$ cat config.mk
export PLATFORM = sky130hd
export DESIGN_NAME = hex_inverter_emulator
export DESIGN_NICKNAME = d
export VERILOG_FILES = /design/src/rtl/hex_inverter_emulator.sv
export SDC_FILE = /design/constraint.sdc
export NUM_CORES = 1
export LEC_CHECK = 0
export CORE_MARGIN = 3
export CORE_UTILIZATION = 45
export CTS_BUF_LIST = sky130_fd_sc_hd__clkbuf_8
export DETAILED_ROUTE_END_ITERATION = 8
export PLACE_DENSITY_LB_ADDON = 0.25
export REMOVE_ABC_BUFFERS = 1
export SYNTH_ARGS = -nofsm -noshare
export SYNTH_HDL_FRONTEND = slang
export SYNTH_SLANG_ARGS = --single-unit
export TNS_END_PERCENT = 5
$ cat constraint.sdc
create_clock -name clk -period 4.5 [get_ports clk]
set_input_delay 0.675 -clock clk [delete_from_list [all_inputs] [get_ports clk]]
set_output_delay 0.675 -clock clk [all_outputs]
set_load 0.05 [all_outputs]
$ cat src/rtl/hex_inverter_emulator.sv
// Six-channel inverter IC emulator with per-channel delay and fault modes.
// Optional glitch injection port/logic enabled by GLITCH_INJECT_EN.
module hex_inverter_emulator #(
  parameter int NUM_CH        = 6,
  parameter int DELAY_W       = 8,
  parameter int DEFAULT_DELAY = 4
) (
  input  logic               clk,
  input  logic               rst_n,
  input  logic [NUM_CH-1:0]  a,
`ifdef GLITCH_INJECT_EN
  input  logic [NUM_CH-1:0]  glitch_req,
`endif
  output logic [NUM_CH-1:0]  op,
  input  logic               cfg_valid,
  output logic               cfg_ready,
  input  logic [2:0]         cfg_ch,
  input  logic [1:0]         cfg_mode,
  input  logic [DELAY_W-1:0] cfg_delay,
  output logic               cfg_err,
  output logic [NUM_CH-1:0]  fault_active
);

  typedef enum logic {
    IDLE,
    PENDING
  } ch_state_e;

  localparam logic [1:0] M_NORM = 2'b00;
  localparam logic [1:0] M_SA0  = 2'b01;
  localparam logic [1:0] M_SA1  = 2'b10;
  localparam logic [1:0] M_BUF  = 2'b11;

  logic [NUM_CH-1:0]  s1;
  logic [NUM_CH-1:0]  s2;
  logic [NUM_CH-1:0]  last;
  logic [NUM_CH-1:0]  chg;

  logic [1:0]         mode_q  [NUM_CH];
  logic [1:0]         mode_n  [NUM_CH];
  logic [DELAY_W-1:0] delay_q [NUM_CH];
  logic [DELAY_W-1:0] delay_n [NUM_CH];
  logic [DELAY_W-1:0] cnt_q   [NUM_CH];
  logic [DELAY_W-1:0] cnt_n   [NUM_CH];
  ch_state_e          state_q [NUM_CH];
  ch_state_e          state_n [NUM_CH];

  logic [NUM_CH-1:0]  op_fsm;
  logic [NUM_CH-1:0]  op_n;
  logic [NUM_CH-1:0]  fault_n;

  logic               xfer;
  logic               cfg_hit;

  function automatic logic gate_fn(
    input logic [1:0] m,
    input logic       x
  );
    logic y;
    y = ~x;
    unique case (m)
      M_NORM: y = ~x;
      M_SA0:  y = 1'b0;
      M_SA1:  y = 1'b1;
      M_BUF:  y = x;
    endcase
    return y;
  endfunction

  assign chg     = s2 ^ last;
  assign xfer    = cfg_valid & cfg_ready;
  assign cfg_hit = xfer && (int'(cfg_ch) < NUM_CH);

  always_ff @(posedge clk or negedge rst_n) begin
    if (!rst_n) begin
      s1   <= '0;
      s2   <= '0;
      last <= '0;
    end else begin
      s1   <= a;
      s2   <= s1;
      last <= s2;
    end
  end

  // A config write overrides change detection; last still tracks s2,
  // so the forced re-evaluation sees the same input either way.
  always_comb begin
    mode_n  = mode_q;
    delay_n = delay_q;
    cnt_n   = cnt_q;
    state_n = state_q;
    op_n    = op_fsm;
    fault_n = '0;
    for (int i = 0; i < NUM_CH; i++) begin
      if (cfg_hit && int'(cfg_ch) == i) begin
        mode_n[i]  = cfg_mode;
        delay_n[i] = cfg_delay;
        cnt_n[i]   = cfg_delay;
        state_n[i] = PENDING;
      end else begin
        unique case (state_q[i])
          IDLE: begin
            if (chg[i]) begin
              cnt_n[i]   = delay_q[i];
              state_n[i] = PENDING;
            end
          end
          PENDING: begin
            if (chg[i]) begin
              cnt_n[i] = delay_q[i];
            end else if (cnt_q[i] == '0) begin
              op_n[i]    = gate_fn(mode_q[i], last[i]);
              state_n[i] = IDLE;
            end else begin
              cnt_n[i] = cnt_q[i] - DELAY_W'(1);
            end
          end
        endcase
      end
      fault_n[i] = (mode_n[i] != M_NORM);
    end
  end

  always_ff @(posedge clk or negedge rst_n) begin
    if (!rst_n) begin
      for (int i = 0; i < NUM_CH; i++) begin
        mode_q[i]  <= M_NORM;
        delay_q[i] <= DELAY_W'(DEFAULT_DELAY);
        cnt_q[i]   <= '0;
        state_q[i] <= IDLE;
      end
      op_fsm       <= '1;
      fault_active <= '0;
      cfg_ready    <= 1'b1;
      cfg_err      <= 1'b0;
    end else begin
      mode_q       <= mode_n;
      delay_q      <= delay_n;
      cnt_q        <= cnt_n;
      state_q      <= state_n;
      op_fsm       <= op_n;
      fault_active <= fault_n;
      cfg_ready    <= ~xfer;
      cfg_err      <= xfer & ~cfg_hit;
    end
  end

`ifdef GLITCH_INJECT_EN
  logic [NUM_CH-1:0] g_q;
  logic [NUM_CH-1:0] op_q;

  // The glitch only touches the output copy; the FSM keeps op_fsm intact,
  // so the following edge restores (or updates) from the FSM value.
  always_ff @(posedge clk or negedge rst_n) begin
    if (!rst_n) begin
      g_q  <= '0;
      op_q <= '1;
    end else begin
      g_q  <= glitch_req;
      op_q <= op_n ^ (glitch_req & ~g_q);
    end
  end

  assign op = op_q;
`else
  assign op = op_fsm;
`endif

endmodule

==> flow_summary_export.csv <==
group,metric,value,unit
run_status,status,"finished, final reports clean",
setup_path,cp_max_fo,5,
sta,finalCriticalPeriod,2514,ps
worst_hold_path,worstHoldPathType,"in2async",
synth,syn_avg_cell_area,9.283,um^2
cells_and_area,num_antenna_cells,0,
die,die_area,16940,um^2
global_routing,grt_pass1_wl,26.03,mm
synth,synthAdderAreaFrac,2.165,%
synth,yosysSeqAreaShare,52.92,%
synth,synth_top_family_by_area,"simple AND/OR/NAND/NOR gates",
synth,netlist_area,6934,um^2
synth,yosys.area_share.simple,22.30,%
die,fp.dieH,130.1,um
die,die_x,130.1,um
clock_tree,h-tree-depth,4,
sta,setup_ws,1986,ps
setup_path,worstPathRequired,3830,ps
setup_path,cp_top_family,"buffers and inverters",
clock_tree,postCtsSetupRepairBufs,0,
sta,setup_tns,0,ps
synth,syn_inst,747,
global_routing,grt_start_max_net_pins,77,
cells_and_area,fill_cells,1308,
routing,num_vias,5381,
power_and_ir_drop,p_leak,3.603,nW
routing,routed_wirelength,15.45,mm
place,place_area,7402,um^2
die,initial_utilization,46.82,%
cells_and_area,drive_gt1_share,9.010,%
place,pre_cts_ws,1561,ps
place,hpwl,10.30,mm
synth,synth_top_area_cell,"dfrtp_1",
synth,synth_edf_count,0,
routing,wl_met1,7.219,mm
sta,period_share,55.86,%
clock_tree,clock-root-buffer,"clkbuf_8",
sta,whs,241.5,ps
cells_and_area,finish.utilization,53.07,%
run,drv_cap,0,
setup_path,worst_setup_path_start_kind,"register",
sta,relSlewSlack,41.79,%
cells_and_area,design_area,7859,um^2
place,numPortBuffers,35,
global_routing,grt_use_total,19.80,%
synth,async_flop_share,100.0,%
routing,initialDrtViolationCount,464,
setup_path,cpMaxStageDelayCell,"clkdlybuf4s50_1",
sta,fmax,397.8,MHz
global_routing,grt-ovfl-total,0,
setup_path,crit_arrival,1840,ps
synth,synthFlopType,"dfrtp_1",
die,io-pin-count,36,
synth,synth.top_cell.area_share,48.00,%
power_and_ir_drop,vdd_ir_drop_max,0.2949,mV
clock_tree,clk-insertion-delay-late,450,ps
die,num_rows,44,
routing,ant_nets,0,
sta,tightest_slew,870.0,ps
routing,dr_wl_met3,680,um
sta,rsz0062_at_grt,"no",
clock_tree,holdBufCountCts,0,
synth,synth_xor_area_share,4.926,%
routing,viasPerCell,5.536,
power_and_ir_drop,cellPowerDensity,581.7,nW/um^2
global_routing,antenna_found_initial,0,
routing,wl_per_cell,15.90,um
synth,synth.area.top_cells,"dfrtp_1, nand2_1, dfstp_2",
setup_path,crit_buf_inv,1,
die,coreArea,14810,um^2
sta,setup_viol,0,
cells_and_area,area_growth,13.33,%
synth,ys_warn_count,0,
cells_and_area,nets,809,
routing,first_pass_iters,5,
clock_tree,cts_buffers,17,
routing,highest_layer,"met4",
synth,synth_compound_area_share,13.84,%
sta,hold_viol_final,0,
place,gp_congestion,0.8625,
setup_path,end_kind,"primary output",
sta,slew_violations,0,
sta,skew,10.04,ps
setup_path,slowest_delay,820,ps
setup_path,critPathKind,"reg2out",
clock_tree,cts_tree,"yes",
synth,synth.mux.area_fraction,0.6857,%
clock_tree,clockBufferDepth,2,
clock_tree,clk_pin_slew_worst_paths,80,ps
synth,ys_ff_latch,146,
global_routing,first_global_vias,5435,
setup_path,worstPathCellList,"clkdlybuf4s50_1",
routing,drc_errors,0,
clock_tree,cts.sinks,146,
routing,wl_met2,7.086,mm
synth,synth_cell_types,52,
clock_tree,cts_resized,0,
## flip-flops by register name, indices dropped and copies added (netlist names)
name / cells
cfg_err: 1
mode_q: 12
op: 6
delay_q: 48
s1: 6
last: 6
state_q: 6
cfg_ready: 1
fault_active: 6
cnt_q: 48
s2: 6
## synthesized netlist by cell type (12+ instances only)
master / number
clkbuf_1: 21
a31oi_1: 18
nand3_1: 14
o22a_1: 17
nor2_1: 51
nor3_1: 18
dfrtp_1: 133
o21ai_0: 34
xnor2_1: 25
inv_1: 19
nand2_1: 218
ha_1: 12
dfstp_2: 13
a21oi_1: 30
o211ai_1: 15
xor2_1: 14
## kinds of logic after synthesis
| family | Yosys count |
|---|---|
| AOI/OAI and AO/OA | 147 |
| xor gates and xnor gates | 39 |
| adders and majority gates | 12 |
| buffers and inverters | 50 |
| DFF | 146 |
| muxes | 4 |
| and+or+nand+nor | 349 |
## stage by stage
step	power (mW)	cells
5_1_grt	4.867	972
6_report	4.571	972
2_1_floorplan	3.039	717
3_5_place_dp	3.428	940
4_1_cts	4.598	972
3_3_place_gp	3.366	940
## where the power goes
group          internal, mW  switching (mW)
Combinational         0.633           0.738
Clock                 0.673           0.482
Sequential             1.69           0.356
Total                  2.99            1.58
## cell usage in the layout (no fill, tap or decap), types with 6 or more instances in the layout
cell type,n
a211oi_1,8
a21oi_1,30
a31oi_1,18
clkbuf_8,22
clkdlybuf4s50_1,34
dfrtp_1,133
dfstp_2,13
ha_1,12
inv_1,20
nand2_1,218
nand2b_1,7
nand3_1,14
nor2_1,51
nor3_1,18
nor3b_1,6
o211ai_1,15
o21ai_0,34
o22a_1,17
o22ai_1,6
or2_2,8
xnor2_1,25
xor2_1,14
## layout make-up
cell class	count	area [um^2]	share of cell area [%]
repair buffers	39	381.6	4.856
clock buffers	22	302.8	3.853
flip-flops and latches	146	3670	46.70
multi-input cells	551	3045	38.75
clock inverters	10	153.9	1.958
inverters	20	75.07	0.9553
well taps	184	230.2	2.929
## metal layers
layer	vias to the layer above	GRT usage [%]
li1	2604	-
met1	2604	26.23
met2	140	30.93
met3	33	4.175
met4	0	9.963
met5	-	0
## path summary, 6_finish.rpt
path,from,to,slack [ps],depth (start not counted)
worst max-delay path,cfg_ready,cfg_ready,1990,1
worst min-delay path,rst_n,cnt_q[32],240,1
worst max register to register,cfg_ready,cnt_q[0],2190,5
worst min register to register,s1[5],s2[5],350,0
max in group asynchronous,rst_n,op[4],3270,2
min in group clk,s1[5],s2[5],350,0
Note: power is estimated with default switching activity, not from simulation.
